<file path="config.mk">
export PLATFORM = sky130hd
export DESIGN_NAME = cc_miss_req_ctrl
export DESIGN_NICKNAME = d
export VERILOG_FILES = /design/src/rtl/cc_miss_pkg.sv /design/src/rtl/cc_miss_req_ctrl_cnt.sv /design/src/rtl/cc_miss_req_ctrl.sv
export SDC_FILE = /design/constraint.sdc
export NUM_CORES = 1
export LEC_CHECK = 0
export CORE_MARGIN = 5
export CORE_UTILIZATION = 30
export CTS_BUF_LIST = sky130_fd_sc_hd__clkbuf_2 sky130_fd_sc_hd__clkbuf_4 sky130_fd_sc_hd__clkbuf_8
export CTS_CLUSTER_DIAMETER = 30
export DETAILED_ROUTE_END_ITERATION = 8
export PLACE_DENSITY = 0.79
export SYNTH_ARGS = -nofsm -noshare
export SYNTH_HDL_FRONTEND = slang
export SYNTH_SLANG_ARGS = --single-unit
</file>
<file path="constraint.sdc">
create_clock -name clk -period 5.3 [get_ports clk]
set_input_delay 0.53 -clock clk [delete_from_list [all_inputs] [get_ports clk]]
set_output_delay 0.53 -clock clk [all_outputs]
set_load 0.01 [all_outputs]
</file>
<file path="src/rtl/cc_miss_pkg.sv">
// Shared types and constants for the cache-miss request controller.
// CC_CWF_EN selects critical-word-first (WRAP) instead of line-aligned INCR fills.
package cc_miss_pkg;

  typedef enum logic {
    ST_IDLE  = 1'b0,
    ST_ISSUE = 1'b1
  } cc_miss_state_e;

  localparam logic [3:0] CC_ARLEN   = 4'd7;
  localparam logic [2:0] CC_ARSIZE  = 3'b011;
  localparam logic [1:0] BURST_INCR = 2'b01;
  localparam logic [1:0] BURST_WRAP = 2'b10;

  localparam int BYTE_W   = 3;
  localparam int WORD_W   = 3;
  localparam int IDX_W    = 9;
  localparam int TAG_W    = 17;
  localparam int WORD_LSB = BYTE_W;
  localparam int IDX_LSB  = WORD_LSB + WORD_W;
  localparam int TAG_LSB  = IDX_LSB + IDX_W;

`ifdef CC_CWF_EN
  localparam logic [1:0] CC_BURST = BURST_WRAP;
`else
  localparam logic [1:0] CC_BURST = BURST_INCR;
`endif

  function automatic logic [31:0] cc_align(
    input logic [31:0] a
  );
`ifdef CC_CWF_EN
    return {a[31:WORD_LSB], {WORD_LSB{1'b0}}};
`else
    return {a[31:IDX_LSB], {IDX_LSB{1'b0}}};
`endif
  endfunction

endpackage

</file>
<file path="src/rtl/cc_miss_req_ctrl_cnt.sv">
// In-flight fill counter: saturating up/down with sticky underflow flag.
module cc_outstanding_cnt (
  input  logic       clk,
  input  logic       rst_n,
  input  logic       i_inc,
  input  logic       i_dec,
  output logic [2:0] o_cnt,
  output logic       o_err
);

  logic [2:0] r_cnt;
  logic [2:0] w_cnt_nxt;
  logic       r_err;
  logic       w_inc_ok;
  logic       w_dec_ok;
  logic       w_under;

  assign w_inc_ok = i_inc && (r_cnt != 3'd7);
  assign w_dec_ok = i_dec && (r_cnt != 3'd0);
  assign w_under  = i_dec && (r_cnt == 3'd0);

  always_comb begin
    w_cnt_nxt = r_cnt;
    unique case ({w_inc_ok, w_dec_ok})
      2'b10:   w_cnt_nxt = r_cnt + 3'd1;
      2'b01:   w_cnt_nxt = r_cnt - 3'd1;
      default: w_cnt_nxt = r_cnt;
    endcase
  end

  always_ff @(posedge clk or negedge rst_n) begin
    if (!rst_n) begin
      r_cnt <= 3'd0;
      r_err <= 1'b0;
    end else begin
      r_cnt <= w_cnt_nxt;
      if (w_under) r_err <= 1'b1;
    end
  end

  assign o_cnt = r_cnt;
  assign o_err = r_err;

endmodule

</file>
<file path="src/rtl/cc_miss_req_ctrl.sv">
// Miss request sequencer: FIFO push, AXI AR line-fill issue, in-flight limit.
// Build option: CC_CWF_EN enables critical-word-first WRAP bursts.
module cc_miss_req_ctrl
  import cc_miss_pkg::*;
#(
  parameter int         MAX_OUTSTANDING = 2,
  parameter logic [3:0] ARID            = 4'd0
) (
  input  logic        clk,
  input  logic        rst_n,
  input  logic        miss_req_valid_i,
  input  logic [31:0] miss_req_addr_i,
  output logic        miss_req_ready_o,
  input  logic        miss_addr_fifo_full_i,
  output logic        miss_addr_fifo_wren_o,
  output logic [31:0] miss_addr_fifo_wdata_o,
  output logic [3:0]  mem_arid_o,
  output logic [31:0] mem_araddr_o,
  output logic [3:0]  mem_arlen_o,
  output logic [2:0]  mem_arsize_o,
  output logic [1:0]  mem_arburst_o,
  output logic        mem_arvalid_o,
  input  logic        mem_arready_i,
  input  logic        mem_rvalid_i,
  input  logic        mem_rready_i,
  input  logic        mem_rlast_i,
  output logic [2:0]  outstanding_o,
  output logic        fill_done_o,
  output logic        err_o
);

  localparam logic [2:0] MAX_C = 3'(MAX_OUTSTANDING);

  cc_miss_state_e r_state;
  cc_miss_state_e w_state_nxt;
  logic [31:0]    r_addr;
  logic [31:0]    w_req_addr;
  logic           r_fill_done;
  logic           w_ready;
  logic           w_accept;
  logic           w_retire;
  logic [2:0]     w_cnt;
  logic           w_err;

  assign w_req_addr = cc_align(miss_req_addr_i);
  assign w_retire   = mem_rvalid_i && mem_rready_i && mem_rlast_i;
  assign w_accept   = miss_req_valid_i && w_ready;

  // rst_n gates ready so nothing is accepted while reset is held
  always_comb begin
    w_state_nxt = r_state;
    w_ready     = 1'b0;
    unique case (1'b1)
      (r_state == ST_IDLE): begin
        w_ready = rst_n && !miss_addr_fifo_full_i && (w_cnt < MAX_C);
        if (miss_req_valid_i && w_ready) w_state_nxt = ST_ISSUE;
      end
      (r_state == ST_ISSUE): begin
        if (mem_arready_i) w_state_nxt = ST_IDLE;
      end
      default: w_state_nxt = ST_IDLE;
    endcase
  end

  always_ff @(posedge clk or negedge rst_n) begin
    if (!rst_n) begin
      r_state     <= ST_IDLE;
      r_addr      <= 32'd0;
      r_fill_done <= 1'b0;
    end else begin
      r_state     <= w_state_nxt;
      r_fill_done <= w_retire;
      if (w_accept) r_addr <= w_req_addr;
    end
  end

  cc_outstanding_cnt u_cnt (
    .clk   (clk),
    .rst_n (rst_n),
    .i_inc (w_accept),
    .i_dec (w_retire),
    .o_cnt (w_cnt),
    .o_err (w_err)
  );

  assign miss_req_ready_o       = w_ready;
  assign miss_addr_fifo_wren_o  = w_accept;
  assign miss_addr_fifo_wdata_o = w_req_addr;
  assign mem_arid_o             = ARID;
  assign mem_araddr_o           = r_addr;
  assign mem_arlen_o            = CC_ARLEN;
  assign mem_arsize_o           = CC_ARSIZE;
  assign mem_arburst_o          = CC_BURST;
  assign mem_arvalid_o          = (r_state == ST_ISSUE);
  assign outstanding_o          = w_cnt;
  assign fill_done_o            = r_fill_done;
  assign err_o                  = w_err;

endmodule
</file>
==> impl_metrics.ini, run 1 <==
[sta]
rsz0062_at_grt = false
timing.final.ws_setup_ns = 2.09
max_slew_margin_pct = 44.9
hold_slack_ns = 0.462
finalSetupViolCount = 0
fmax_mhz = 312
fin_crit_ns = 3.21
worst_slew_pin_slew_ns = 0.826
hold_violations = 0
skew_ns = 0.00352
drv_slew = 0
tns_ns = 0
fin_crit_sh_pct = 60.5

[logic_synthesis]
synth_ff_type = dfrtp_1
synth-edff-count = 0
synth_area_mm2 = 0.00176
async_reset_ff_share_pct = 100
synth_area_leader_cell = dfrtp_1
synth_common_cells = 51 x buf_4, 32 x dfrtp_1, 18 x mux2_4
ys_ff_latch = 32
ys_seq_area_share_pct = 45.5
synth_top_area_share_pct = 45.5
synth_most_common_cell = buf_4
syn_inst = 135
yosysWarnings = 0
syn_avg_cell_area_um2 = 13.0
synth.area.top_cells = dfrtp_1 46%, buf_4 22%, mux2_4 15%
yosysUniqueCellTypes = 22

[place]
dpl.cell_count = 270
dp_slack_ns = 2.00
place_area_mm2 = 0.00244
dpl.hpwl_mm = 2.89
gp_congestion = 0.655
numPortBuffers = 93

[worst_hold_path]
whs_endpoint = u_cnt.o_err
hp-start = u_cnt.o_err
min_path_type = flop to flop
hold_depth = 1

[setup_path]
r2r_cells = 9
r2r_slack_ns = 2.77
worstPathMaxFanout = 28
end_kind = output pin
critPathKind = input port to output pin
rr_startpoint = u_cnt.o_cnt[2]
setup.worst_path.start = rst_n
cp_slowest_cell = and2_2
arrival_ns = 2.68
cp_cell_sequence = clkdlybuf4s50_1 > nor4b_2 > and2_2 > clkdlybuf4s50_1
crit_path_frequent_cell = clkdlybuf4s50_1
worst_ep_required_time_ns = 4.77
cp-start-kind = input port
reg2reg_to = u_cnt.o_cnt[2]
max_stage_delay_ns = 0.72

[power]
pwr-share-seq_pct = 36.5
ir_drop_mv = 0.202
clkPwrFrac_pct = 15.9
p_comb_share_pct = 47.6
leakagePower_nw = 1.12
power_switching_mw = 0.351
switching_share_pct = 29.4
powerDensity_mw_per_mm2 = 471
internal_power_mw = 0.843

[finish]
drive_above_1_share_pct = 18.4
finalNonFillerCells = 278
design_area_mm2 = 0.00253
syn_to_final_growth_pct = 44.0
num_antenna_cells = 0
finalNetCount = 247

[floorplanning]
fp.dieH_um = 86.6
row_count = 27
start_util_pct = 31.4
fp.dieW_um = 86.6
pin_count = 125
fp.coreArea_mm2 = 0.00561
die_area_mm2 = 0.00750

[route]
ant_nets = 0
drt-vias-per-instance = 4.05
routedWlPerCell_um = 13.4
drt_iter0_drc = 2
first_pass_iters = 2
drt_wl_total_mm = 3.73
vias = 1126
drc = 0

[clock_network]
clockBufferDepth = 2
cts_tree = built
clk_pin_slew_worst_paths_ns = 0.06
cts_max_level = 2
post-cts-setup-buffer-count = 0
root_buffer = clkbuf_8
clock_latency_ns = 0.28
clkSinkCount = 32
cts-hold-fix-buffers = 0
cts_resized = 0
cts_inserted_buffers = 5

[global_route]
grt_usage_pct = 9.69
use_met1_pct = 10.8
grt_max_degree = 33
met2_usage_pct = 15.6
busiest_layer = met2
grt_pass1_vias = 1176
use_met3_pct = 5.70
grt_pass1_wl_mm = 5.58
gr-total-overflow = 0
antenna_found_initial = 0

[flow_run]
max_cap_viol_count = 0

[status]
outcome = finished clean
-- metrics by stage --
stage	power, mW	utilization [%]
floorplan	0.717	-
global placement	1.00	43.5
detailed placement	1.02	43.5
CTS	1.22	45.2
global route	1.27	45.2
finish	1.19	45.2
-- kinds of logic (layout without fill, tap and decap cells) --
kind of cell    Yosys count  count (layout)  synth area share (%)
xor+xnor                  3               3                  1.49
flops                    32              32                  45.5
mux                      27              27                  21.1
compound gates            2               2                 0.711
other cells               2              25                 0.427
buf+inv                  59             107                  25.7
fa+ha+maj                 2               2                  1.85
simple gates              8               8                  3.20
-- state kept, by name, indices dropped and copies added (netlist names) --
| signal | flops |
|---|---|
| u_cnt.o_cnt | 3 |
| fill_done_o | 1 |
| mem_araddr_o | 26 |
| mem_arvalid_o | 1 |
| u_cnt.o_err | 1 |
-- worst max-delay path: cells and delay by family --
kind	cells	cell delay [ns]
buf+inv	2	1.19
simple gates	2	0.94
-- routing by layer --
layer  part of all wire [%]  up-vias
met1                     37      533
met5                      0        -
li1                       -      497
met4                    1.2        0
met3                     18        5
met2                     44       91
-- area by class of cell --
class,count,area (µm²)
fill,528,3070
timing repair buffer,94,938
sequential,32,801
multi-input combinational,67,593
tap,72,90.1
clock buffer,6,82.6
inverter,5,18.8
clock inverter,2,10.0
-- worst max path at each step --
stage / to / slack (ns) / cells after the start
after floorplan: u_cnt.o_cnt[2] / 3.09 / 11
after global placement: miss_addr_fifo_wren_o / 1.99 / 4
after detailed placement: miss_addr_fifo_wren_o / 2.00 / 4
after CTS: miss_addr_fifo_wren_o / 1.99 / 4
after global routing: miss_addr_fifo_wren_o / 1.93 / 4
final: miss_addr_fifo_wren_o / 2.09 / 4
-- power by group through the flow --
stage               registers [mW]  clock network [mW]  logic, mW
floorplan                    0.490                   0      0.226
global placement             0.434                   0      0.570
detailed placement           0.439                   0      0.577
CTS                          0.439               0.202      0.580
global route                 0.455               0.210      0.610
finish                       0.436               0.190      0.568
-- placed cells by master, fill, tap and decap left out, drive strengths merged, types with 2 or more instances in the layout --
cell type	instances
and2	2
clkbuf	6
clkdlybuf4s50	93
clkinv	2
conb	25
dfrtp	32
inv	5
mux2	26
nor2b	2
xor2	2
No activity file was read; power rests on OpenSTA's default activity.
==> run 2: changes to the inputs <==
--- a/config.mk
+++ b/config.mk
@@ -10,7 +10,7 @@
 export CTS_BUF_LIST = sky130_fd_sc_hd__clkbuf_2 sky130_fd_sc_hd__clkbuf_4 sky130_fd_sc_hd__clkbuf_8
 export CTS_CLUSTER_DIAMETER = 30
 export DETAILED_ROUTE_END_ITERATION = 8
-export PLACE_DENSITY = 0.79
+export PLACE_DENSITY = 0.82
 export SYNTH_ARGS = -nofsm -noshare
 export SYNTH_HDL_FRONTEND = slang
 export SYNTH_SLANG_ARGS = --single-unit
==> constraint.sdc (replaced) <==
create_clock -name clk -period 2.6 [get_ports clk]
set_input_delay 0.26 -clock clk [delete_from_list [all_inputs] [get_ports clk]]
set_output_delay 0.26 -clock clk [all_outputs]
set_load 0.01 [all_outputs]
==> impl_metrics.ini, run 2 (synthesized netlist as in run 1, its figures left out) <==
[status]
outcome = finished clean

[power]
pwr-share-seq_pct = 35.1
power_switching_mw = 0.705
powerDensity_mw_per_mm2 = 977
ir_drop_mv = 0.375
p_comb_share_pct = 46.3
leakagePower_nw = 1.14
clkPwrFrac_pct = 18.6
internal_power_mw = 1.80
switching_share_pct = 28.1

[route]
routedWlPerCell_um = 12.9
drt-vias-per-instance = 3.91
drt_iter0_drc = 5
vias = 1095
drc = 0
drt_wl_total_mm = 3.60
first_pass_iters = 2
ant_nets = 0

[clock_network]
cts_max_level = 2
cts-hold-fix-buffers = 0
clk_pin_slew_worst_paths_ns = 0.07
root_buffer = clkbuf_8
clkSinkCount = 32
post-cts-setup-buffer-count = 0
clockBufferDepth = 2
cts_resized = 0
clock_latency_ns = 0.28
cts_tree = built
cts_inserted_buffers = 5

[global_route]
grt_pass1_wl_mm = 5.62
grt_pass1_vias = 1149
antenna_found_initial = 0
grt_usage_pct = 9.58
grt_max_degree = 33
gr-total-overflow = 0

[finish]
multi_input_area_um2 = 593
design_area_mm2 = 0.00257
largest_reg_flops = 26
layout.cells.most_common_list = 93 x clkdlybuf4s50_1, 32 x dfrtp_1, 25 x conb_1
syn_to_final_growth_pct = 45.9
final_common_cell = clkdlybuf4s50_1
final_util_pct = 45.8
num_antenna_cells = 0
layout.area.seq_um2 = 801
fillerInstances = 534
finalNetCount = 249
drive_above_1_share_pct = 19.2

[sta]
fin_crit_ns = 2.26
drv_slew = 0
skew_ns = 0.00624
finalSetupViolCount = 0
fmax_mhz = 443
hold_violations = 0
rsz0062_at_grt = false
fin_crit_sh_pct = 86.7
tns_ns = 0

[setup_path]
worst_ep_required_time_ns = 2.34
worstPathMaxFanout = 9
end_kind = output pin
critPathKind = flop to output pin
cp-start-kind = flop
r2r_slack_ns = 0.71
arrival_ns = 2.00

[place]
numPortBuffers = 93
dpl.hpwl_mm = 2.86
gp_congestion = 0.682
place_area_mm2 = 0.00246

[flow_run]
max_cap_viol_count = 0

[floorplanning]
fp.dieH_um = 86.6
fp.dieW_um = 86.6
pin_count = 125
start_util_pct = 31.4
die_area_mm2 = 0.00750
fp.coreArea_mm2 = 0.00561
row_count = 27

[worst_hold_path]
min_path_type = input port to async pin
run 2: power by group through the flow:
stage               Clock [mW]  Combinational, mW  Sequential [mW]
floorplan                    0              0.461             1.00
global placement             0               1.16            0.884
detailed placement           0               1.18            0.888
CTS                      0.489               1.18            0.887
global route             0.509               1.25            0.921
finish                   0.467               1.16            0.882
run 2: through the flow:
step	power [mW]	hold slack, ns	std cells	setup slack, ns
2_1_floorplan	1.46	-0.0356	158	0.513
3_3_place_gp	2.04	0.450	272	0.370
4_1_cts	2.56	0.477	280	0.311
5_1_grt	2.68	0.503	280	0.207
6_report	2.51	0.467	280	0.345
3_5_place_dp	2.07	0.454	272	0.296
run 2: worst paths after layout:
path                       depth (start not counted)                     to            from
max                                                4  miss_addr_fifo_wren_o  u_cnt.o_cnt[2]
min                                                2         u_cnt.o_cnt[2]           rst_n
min in group clk                                   1            u_cnt.o_err     u_cnt.o_err
max in group asynchronous                          2       mem_araddr_o[22]           rst_n
max reg2reg                                        9         u_cnt.o_cnt[2]  u_cnt.o_cnt[2]
min reg2reg                                        1            u_cnt.o_err     u_cnt.o_err
run 2: area by class of cell:
type                    instances  area share [%]
clock inverters                 2            1.36
inverters                       5           0.731
well taps                      72            3.51
clock buffers                   6            2.97
multi-input cells              67            23.1
repair buffers                 96            37.1
flip-flops and latches         32            31.2
run 2: layer usage:
layer,vias to the layer above,global-route usage [%],routed length (µm)
li1,507,-,-
met1,498,11.6,1470
met2,84,14.6,1510
met3,6,5.13,570
met4,0,2.97,44
met5,-,0,0
run 2: worst max-delay path: stages (launching register included):
cell and delay [ns]:
dfrtp_1 0.43, nor4b_2 0.30, and2_2 0.20, buf_4 0.21, clkdlybuf4s50_1 0.57
